===== config.mk =====
export PLATFORM = sky130hd
export DESIGN_NAME = note_sample_player
export DESIGN_NICKNAME = d
export VERILOG_FILES = /design/src/rtl/note_player_pkg.sv /design/src/rtl/note_duration_counter.sv /design/src/rtl/note_sample_player.sv
export SDC_FILE = /design/constraint.sdc
export NUM_CORES = 1
export LEC_CHECK = 0
export ABC_CLOCK_PERIOD_IN_PS = 5100
export CAP_MARGIN = 30
export CORE_MARGIN = 2
export CORE_UTILIZATION = 35
export CTS_CLUSTER_DIAMETER = 120
export CTS_CLUSTER_SIZE = 25
export DETAILED_ROUTE_END_ITERATION = 6
export GPL_TIMING_DRIVEN = 0
export PLACE_DENSITY = 0.66
export SLEW_MARGIN = 30
export SYNTH_ARGS = -nofsm -noshare
export SYNTH_HDL_FRONTEND = slang
export SYNTH_SLANG_ARGS = --single-unit

===== constraint.sdc =====
create_clock -name clk -period 5.1 [get_ports clk]
set_clock_uncertainty 0.1 [all_clocks]
set_input_delay 1.02 -clock clk [delete_from_list [all_inputs] [get_ports clk]]
set_output_delay 1.02 -clock clk [all_outputs]
set_load 0.005 [all_outputs]

===== src/rtl/note_player_pkg.sv =====
// Shared widths and FSM state encoding for the note sample player.
package note_player_pkg;

  localparam int unsigned STEP_W    = 20;
  localparam int unsigned SAMPLE_W  = 16;
  localparam int unsigned DUR_W     = 6;
  localparam int unsigned TIMEOUT_W = 5;
  localparam int unsigned GAIN_W    = 5;
  localparam int unsigned GAIN_MAX  = 16;

  typedef enum logic [2:0] {
    S_IDLE = 3'd0,
    S_PLAY = 3'd1,
    S_REQ  = 3'd2,
    S_WAIT = 3'd3,
    S_DONE = 3'd4
  } state_t;

endpackage


===== src/rtl/note_duration_counter.sv =====
// Loadable beat-driven down-counter that saturates at zero and flags it.
module note_duration_counter #(
  parameter int unsigned DUR_W = note_player_pkg::DUR_W
) (
  input  logic             clk,
  input  logic             reset_n,
  input  logic             i_load,
  input  logic [DUR_W-1:0] i_load_val,
  input  logic             i_dec,
  output logic             o_zero_c
);

  logic [DUR_W-1:0] r_count;

  always_ff @(posedge clk or negedge reset_n) begin
    if (!reset_n) begin
      r_count <= '0;
    end else if (i_load) begin
      r_count <= i_load_val;
    end else if (i_dec && (r_count != '0)) begin
      r_count <= r_count - 1'b1;
    end
  end

  assign o_zero_c = (r_count == '0);

endmodule


===== src/rtl/note_sample_player.sv =====
// Plays one note: requests a generator sample per codec tick until the beats run out.
// Optional attack ramp on the output sample: NOTE_SAMPLE_PLAYER_ATTACK_EN.
module note_sample_player #(
  parameter int unsigned STEP_W         = note_player_pkg::STEP_W,
  parameter int unsigned SAMPLE_W       = note_player_pkg::SAMPLE_W,
  parameter int unsigned DUR_W          = note_player_pkg::DUR_W,
  parameter int unsigned TIMEOUT_CYCLES = 16
) (
  input  logic                clk,
  input  logic                reset_n,
  input  logic                play_enable,
  input  logic                load_new_note,
  input  logic [STEP_W-1:0]   step_size_in,
  input  logic [DUR_W-1:0]    duration_in,
  input  logic                beat,
  input  logic                new_sample_request,
  input  logic                sample_ready,
  input  logic [SAMPLE_W-1:0] sample_in,
  output logic [STEP_W-1:0]   step_size,
  output logic                generate_next_sample,
  output logic                note_done,
  output logic [SAMPLE_W-1:0] sample_out,
  output logic                sample_valid,
  output logic                overrun,
  output logic                busy
);

  import note_player_pkg::*;

  state_t                 r_state;
  state_t                 w_next;
  logic [TIMEOUT_W-1:0]   r_to;
  logic [TIMEOUT_W-1:0]   w_to_next;
  logic                   w_load;
  logic                   w_accept;
  logic                   w_timeout;
  logic                   w_dec;
  logic                   w_zero;
  logic                   w_active;
  logic [SAMPLE_W-1:0]    w_sample;

  note_duration_counter #(.DUR_W(DUR_W)) u_dur (
    .clk        (clk),
    .reset_n    (reset_n),
    .i_load     (w_load),
    .i_load_val (duration_in),
    .i_dec      (w_dec),
    .o_zero_c   (w_zero)
  );

  // State and request-timeout registers.
  always_ff @(posedge clk or negedge reset_n) begin
    if (!reset_n) begin
      r_state <= S_IDLE;
      r_to    <= '0;
    end else begin
      r_state <= w_next;
      r_to    <= w_to_next;
    end
  end

  // Next state; a sample exchange in flight always finishes before DONE.
  always_comb begin
    w_next    = r_state;
    w_to_next = r_to;
    w_load    = 1'b0;
    w_accept  = 1'b0;
    w_timeout = 1'b0;
    case (r_state)
      S_IDLE: begin
        if (load_new_note) begin
          w_load = 1'b1;
          w_next = (duration_in == '0) ? S_DONE : S_PLAY;
        end
      end
      S_PLAY: begin
        if (play_enable && new_sample_request) begin
          w_next = S_REQ;
        end else if (w_zero) begin
          w_next = S_DONE;
        end
      end
      S_REQ: begin
        w_to_next = '0;
        w_next    = S_WAIT;
      end
      S_WAIT: begin
        if (sample_ready) begin
          w_accept = 1'b1;
        end else if (r_to == TIMEOUT_W'(TIMEOUT_CYCLES - 1)) begin
          w_timeout = 1'b1;
        end else begin
          w_to_next = r_to + 1'b1;
        end
        if (w_accept || w_timeout) begin
          w_next = w_zero ? S_DONE : S_PLAY;
        end
      end
      S_DONE:  w_next = S_IDLE;
      default: w_next = S_IDLE;
    endcase
  end

  assign w_active = (r_state == S_PLAY) || (r_state == S_REQ) || (r_state == S_WAIT);
  assign w_dec    = w_active && beat && play_enable;

`ifdef NOTE_SAMPLE_PLAYER_ATTACK_EN
  logic [GAIN_W-1:0]            r_gain;
  logic signed [SAMPLE_W+5:0]   w_prod;

  always_ff @(posedge clk or negedge reset_n) begin
    if (!reset_n) begin
      r_gain <= '0;
    end else if (w_load) begin
      r_gain <= '0;
    end else if (w_accept && (r_gain < GAIN_W'(GAIN_MAX))) begin
      r_gain <= r_gain + 1'b1;
    end
  end

  assign w_prod   = $signed(sample_in) * $signed({1'b0, r_gain});
  assign w_sample = SAMPLE_W'(w_prod >>> 4);
`else
  assign w_sample = sample_in;
`endif

  // Registered outputs, all derived from the upcoming state or this cycle's events.
  always_ff @(posedge clk or negedge reset_n) begin
    if (!reset_n) begin
      step_size            <= '0;
      generate_next_sample <= 1'b0;
      note_done            <= 1'b1;
      sample_out           <= '0;
      sample_valid         <= 1'b0;
      overrun              <= 1'b0;
      busy                 <= 1'b0;
    end else begin
      generate_next_sample <= (w_next == S_REQ);
      note_done            <= (w_next == S_IDLE) || (w_next == S_DONE);
      busy                 <= (w_next != S_IDLE);
      sample_valid         <= w_accept || w_timeout;
      overrun              <= new_sample_request &&
                              ((r_state == S_REQ) || (r_state == S_WAIT));
      if (w_load) begin
        step_size <= step_size_in;
      end
      if (w_accept) begin
        sample_out <= w_sample;
      end else if (w_timeout) begin
        sample_out <= '0;
      end
    end
  end

endmodule


==> results of run 1 <==
## final cells by class
type | instances | area share [%]
Inverter | 7 | 0.7549
Timing Repair Buffer | 90 | 26.31
Sequential cell | 55 | 39.58
Clock buffer | 7 | 2.193
Multi-Input combinational cell | 158 | 25.70
Clock inverter | 1 | 0.8627
Buffer | 11 | 1.833
Tap cell | 77 | 2.768
## routing by layer
metal  GRT usage (%)  share of wire, %  up-vias
met4           5.339               1.3        0
met1           20.65                46      945
met2           24.24                46       70
met5               0                 0        -
li1                -                 -      986
met3           4.042               7.1        7
## per-stage QoR
stage	hold WS, ps	util, %	power [mW]
after floorplan	349.8	-	1.127
after global placement	356.6	52.15	1.548
after detailed placement	362.6	52.54	1.571
after CTS	383.7	54.20	1.861
after global routing	402.2	54.20	1.975
final	377.0	54.20	1.831
## cell families (layout without fill, tap and decap cells)
group / count (synthesis) / after routing / share of synthesized area [%]
buf+inv: 18 / 116 / 3.813
fa+ha+maj: 4 / 4 / 2.119
simple gates: 112 / 112 / 21.61
compound gates: 42 / 42 / 14.14
flops: 55 / 55 / 58.32
## power groups by stage
stage               sequential [mW]  combinational [mW]  clock (mW)
global route                  0.768               0.904       0.303
finish                        0.742               0.812       0.278
detailed placement            0.749               0.822           0
floorplan                     0.752               0.375           0
CTS                           0.743               0.826       0.292
global placement              0.741               0.807           0
## registers in the layout, indices dropped and copies added (netlist names)
signal,flops
step_size,20
overrun,1
r_to,5
u_dur.r_count,6
busy,1
sample_out,16
note_done,1
generate_next_sample,1
r_state,3
sample_valid,1
## Yosys cell counts (all sizes together)
library cell	instances	share of area, %
nand2	72	11
dfrtp	54	57
a22o	17	6.3
nor2	10	1.7
buf	8	2.2
inv	7	1.1
nor3	6	1.3
ha	4	2.1
nand3b	4	1.3
o21ai	4	0.85
a21oi	3	0.64
a221o	3	1.3
and3	3	0.85
clkbuf	3	0.53
nand3	3	0.64
o211ai	3	0.95
or3	3	0.79
a211oi	2	0.64
and2	2	0.53
nand2b	2	0.53
nor2b	2	0.85
o31ai	2	0.85
a211o	1	0.37
a21boi	1	0.32
a31oi	1	0.26
a32oi	1	0.37
dfstp	1	1.1
nand4	1	0.26
nor3b	1	0.32
nor4	1	0.26
nor4b	1	0.64
o2111ai	1	0.37
o21a	1	0.32
o22ai	1	0.26
o311ai	1	0.37
or2	1	0.26
## cell usage in the layout, fill, tap and decap left out, types with 3 or more instances in the layout
cell type and n:
a21oi_1 3, a221o_1 3, a22o_1 17, buf_2 5
buf_4 3, clkbuf_1 4, clkbuf_8 5, clkdlybuf4s50_1 88
dfrtp_1 54, ha_1 4, inv_1 7, nand2_1 72
nand3_1 3, nand3b_1 4, nor2_1 9, nor3_1 6
o211ai_1 3, o21ai_0 4, or3_1 3
## path summary, 6_finish.rpt
kind | end | slack (ps)
max | note_done | 2660
min in group asynchronous | r_to[2] | 460
min reg2reg | step_size[9] | 380
max reg2reg | busy | 2900
min | step_size[9] | 380
max in group asynchronous | note_done | 3930
==> impl_metrics.csv, run 1 <==
group,metric,value,unit
placement,place_ws,2394,ps
worst_setup_path,cp-start-kind,"flop",
cells_and_area,final_nets,381,
logic_synthesis,yosysSeqAreaShare,58.32,%
worst_setup_path,timing_worst_setup_path_type,"flop to output pin",
clock_network,htree_num_levels,2,
worst_hold_path,worstHoldStart,"step_size[9]",
worst_setup_path,crit_buf_inv,1,
worst_setup_path,crit_slowest_cell,"dfstp_2",
global_route,overflow,0,
worst_setup_path,startpoint,"note_done",
clock_network,cts_inserted_buffers,5,
power_and_ir_drop,ir_drop,188.4,µV
global_route,grt_max_degree,46,
cells_and_area,multi_input_area,894.6,µm²
power_and_ir_drop,combPwrFrac,44.3,%
placement,dp_hpwl,4.152,mm
clock_network,clock_path_buffers,2,
power_and_ir_drop,seq_power_share,40.5,%
floorplan,die-area,7423,µm²
logic_synthesis,yosys_warnings,0,
floorplan,rows,29,
detailed_routing,dr.pass1.iters,4,
detailed_routing,drtIter0Drc,93,
floorplan,fp.dieH,86.16,µm
detailed_routing,drt-total-wl,5.600,mm
clock_network,ctsResizeCount,0,
cells_and_area,area_growth,47.35,%
detailed_routing,num_vias,2008,
worst_setup_path,max_stage_delay,520,ps
clock_network,cts_setup_buffers,0,
cells_and_area,num_antenna_cells,0,
outcome,status,"finished clean",
floorplan,io_pins,90,
power_and_ir_drop,p_leak,1.587,nW
worst_setup_path,worst-path-max-fanout,1,
cells_and_area,seqCellArea,1378,µm²
sta,hold_viol_final,0,
sta,max_slew_margin,70.80,%
cells_and_area,drive_above_1_share,6.991,%
sta,timing.final.ws_setup,2656,ps
detailed_routing,ant_nets,0,
sta,max_freq,409.1,MHz
clock_network,cts-root-buf,"clkbuf_8",
sta,tightest_slew,438.0,ps
logic_synthesis,synth_cells,231,
sta,finalCritPeriodShare,47.92,%
logic_synthesis,syn_area,2362,µm²
clock_network,cts_hold_repair.buffers,0,
sta,fin_crit,2444,ps
clock_network,cts_tree,"built",
sta,finalSetupTns,0,ps
power_and_ir_drop,internal_power,1.250,mW
cells_and_area,stdcell_count,406,
worst_setup_path,r2r_cells,9,
clock_network,cts.sinks,55,
floorplan,coreArea,6422,µm²
cells_and_area,n_fill_cell,597,
job,drv_cap,0,
sta,setup_viol,0,
power_and_ir_drop,p_sw,581.0,µW
sta,rsz0062_at_grt,"no",
placement,place_congestion,0.7435,
logic_synthesis,syn_area_per_cell,10.23,µm²
global_route,track_usage,15.42,%
detailed_routing,wl_per_cell,13.79,µm
power_and_ir_drop,power_frac_clock,15.2,%
placement,postPlaceCellArea,3374,µm²
clock_network,worst_skew_pair.late_latency,290,ps
global_route,antenna_found_initial,0,
detailed_routing,vias_per_cell,4.946,
floorplan,initial_core_util,36.78,%
global_route,grt_pass1_vias,1918,
logic_synthesis,synth_nets,284,
placement,placed_cells,398,
worst_setup_path,worstSetupEndpointType,"output pin",
worst_hold_path,worstHoldPathCells,2,
detailed_routing,drc,0,
global_route,grt_pass1_wl,9.156,mm
worst_setup_path,crit_family,"flip-flops",
sta,slew_viol_final,0,
clock_network,clk_pin_slew,90,ps
worst_setup_path,crit_cells,1,
logic_synthesis,synth-seq-cells,55,
worst_setup_path,cp.required,3980,ps
placement,portBuffers,89,
floorplan,die_w,86.16,µm
worst_setup_path,worst_ep_arrival_time,1320,ps
worst_hold_path,hp-class,"flop to flop",
logic_synthesis,synth_cell_types,43,
cells_and_area,finalInstanceArea,3481,µm²
power_and_ir_drop,swShare,31.73,%
power_and_ir_drop,p_per_area,526.1,nW/µm²
worst_setup_path,r2r-start,"r_to[0]",
worst_setup_path,crit_chain,"clkdlybuf4s50_1",
Note: power is estimated with default switching activity, not from simulation.
==> run 2, diff against run 1 <==
ABC_CLOCK_PERIOD_IN_PS = 2520   (was 5100)
clock period = 2.52 ns   (was 5.1 ns; I/O delays follow)
==> impl_metrics.csv, run 2 (same netlist as run 1, synthesis figures left out) <==
group,metric,value,unit
cells_and_area,regMostFlops,"step_size",
cells_and_area,area_growth,47.78,%
cells_and_area,drive_above_1_share,6.970,%
cells_and_area,num_antenna_cells,0,
worst_setup_path,r2r-start,"r_to[0]",
sta,tightest_slew,438.0,ps
power_and_ir_drop,power_frac_clock,15.2,%
cells_and_area,largest_reg_flops,20,
power_and_ir_drop,power.total,3.708,mW
worst_setup_path,crit_end,"busy",
floorplan,rows,29,
global_route,track_usage,15.42,%
cells_and_area,final_nets,382,
job,drv_cap,0,
clock_network,htree_num_levels,2,
worst_setup_path,rr_endpoint,"busy",
global_route,overflow,0,
power_and_ir_drop,ir_drop,381.2,µV
clock_network,cts_tree,"built",
floorplan,die_w,86.16,µm
power_and_ir_drop,swShare,31.72,%
clock_network,cts.sinks,55,
sta,rsz0062_at_grt,"no",
sta,slew_viol_final,0,
outcome,status,"finished clean",
detailed_routing,drtIter0Drc,93,
detailed_routing,drc,0,
worst_setup_path,worstSetupEndpointType,"flop",
worst_setup_path,worst-path-max-fanout,8,
placement,place_congestion,0.7435,
worst_setup_path,regToRegSetupSlack,320,ps
placement,dp_hpwl,4.152,mm
worst_setup_path,worst_ep_arrival_time,2250,ps
sta,finalCritPeriodShare,87.32,%
floorplan,initial_core_util,36.78,%
detailed_routing,wl_per_cell,13.76,µm
clock_network,cts_inserted_buffers,5,
detailed_routing,dr.pass1.iters,4,
power_and_ir_drop,seq_power_share,40.5,%
worst_setup_path,startpoint,"r_to[0]",
worst_setup_path,cp.required,2560,ps
sta,max_slew_margin,70.80,%
global_route,antenna_found_initial,0,
worst_setup_path,r2r_cells,9,
worst_setup_path,timing_worst_setup_path_type,"flop to flop",
placement,portBuffers,89,
clock_network,cts-root-buf,"clkbuf_8",
worst_hold_path,hp-class,"flop to flop",
global_route,grt_pass1_vias,1918,
detailed_routing,vias_per_cell,4.936,
sta,hold_ws,377.0,ps
floorplan,die-area,7423,µm²
cells_and_area,final_common_cell,"clkdlybuf4s50_1",
placement,placed_cells,398,
floorplan,coreArea,6422,µm²
power_and_ir_drop,p_sw,1.176,mW
cells_and_area,stdcell_count,407,
power_and_ir_drop,internal_power,2.531,mW
detailed_routing,ant_nets,0,
detailed_routing,num_vias,2009,
clock_network,clock_path_buffers,2,
power_and_ir_drop,combPwrFrac,44.4,%
clock_network,clk_pin_slew,90,ps
global_route,grt_pass1_wl,9.156,mm
worst_hold_path,worstHoldStart,"step_size[9]",
floorplan,io_pins,90,
cells_and_area,final_cell_mix,"88 x clkdlybuf4s50_1, 72 x nand2_1, 54 x dfrtp_1",
floorplan,fp.dieH,86.16,µm
sta,fin_crit,2201,ps
clock_network,ctsResizeCount,0,
cells_and_area,largest_registers,"step_size (20), sample_out (16), u_dur.r_count (6)",
power_and_ir_drop,p_per_area,1062,nW/µm²
global_route,grt_max_degree,46,
clock_network,worst_skew_pair.late_latency,290,ps
sta,hold_viol_final,0,
detailed_routing,drt-total-wl,5.602,mm
worst_setup_path,cp-start-kind,"flop",
sta,max_freq,454.4,MHz
sta,setup_viol,0,
power_and_ir_drop,p_leak,1.591,nW
run 2: routing by layer:
| metal | GRT usage [%] | part of all wire [%] | up-vias |
|---|---|---|---|
| li1 | - | - | 988 |
| met1 | 20.71 | 46 | 944 |
| met2 | 24.24 | 46 | 70 |
| met3 | 3.946 | 7.0 | 7 |
| met4 | 5.339 | 1.3 | 0 |
| met5 | 0 | 0 | - |
run 2: final cells by class:
class                           instances  area, µm²
Fill cell                             596       2932
Multi-Input combinational cell        158      894.6
Tap cell                               77      96.34
Timing Repair Buffer                   91      925.9
Clock inverter                          1      30.03
Sequential cell                        55       1378
Buffer                                 11      63.81
Clock buffer                            7      76.32
Inverter                                7      26.28
run 2: what timing repair did:
action                                 CTS  global route
endpoints found under the hold margin   10             0
hold buffers                             1             0
buffers inserted                         0             0
run 2: power groups by stage:
| stage | logic [mW] | clock network, mW | registers, mW |
|---|---|---|---|
| 2_1_floorplan | 0.759 | 0 | 1.52 |
| 3_3_place_gp | 1.63 | 0 | 1.50 |
| 3_5_place_dp | 1.66 | 0 | 1.52 |
| 4_1_cts | 1.67 | 0.591 | 1.50 |
| 5_1_grt | 1.83 | 0.613 | 1.55 |
| 6_report | 1.64 | 0.562 | 1.50 |
run 2: per-stage QoR:
step | utilization (%) | setup WS, ps | TNS [ps] | instance area, µm²
final | 54.35 | 319.5 | 0 | 3491
after global routing | 54.35 | 141.5 | 0 | 3491
after CTS | 54.35 | 319.3 | 0 | 3491
after detailed placement | 52.54 | 329.8 | 0 | 3374
after global placement | 52.15 | -891.7 | -48200 | 3349
after floorplan | - | 589.3 | 0 | 2362
run 2: critical path, stage by stage (launching register included):
cell	delay, ps
dfrtp_1	420
ha_1	240
and3_1	200
ha_1	200
nor2_1	200
or2_1	130
buf_2	200
inv_1	80
nor2_1	170
o2111ai_1	130
run 2: worst min-delay path by stage:
stage / depth (start not counted) / end
floorplan: 0 / busy
global route: 2 / step_size[9]
detailed placement: 1 / r_to[2]
CTS: 2 / step_size[9]
global placement: 2 / step_size[9]
finish: 2 / step_size[9]
==> run 3, diff against run 2 <==
==> constraint.sdc (replaced) <==
create_clock -name clk -period 2.52 [get_ports clk]
set_clock_uncertainty 0.1 [all_clocks]
set_input_delay 0.504 -clock clk [delete_from_list [all_inputs] [get_ports clk]]
set_output_delay 0.504 -clock clk [all_outputs]
set_load 0.05 [all_outputs]
==> results of run 3 <==
Same layout as run 2 (identical final DEF). Status: finished clean.
Among the figures that moved: setup slack after layout 319.5 ps -> 291.1 ps; start point of the critical path r_to[0] -> note_done; end point of the critical path busy -> note_done; total power 3.708 mW -> 4.728 mW; worst IR drop on VDD 381.2 µV -> 553.5 µV
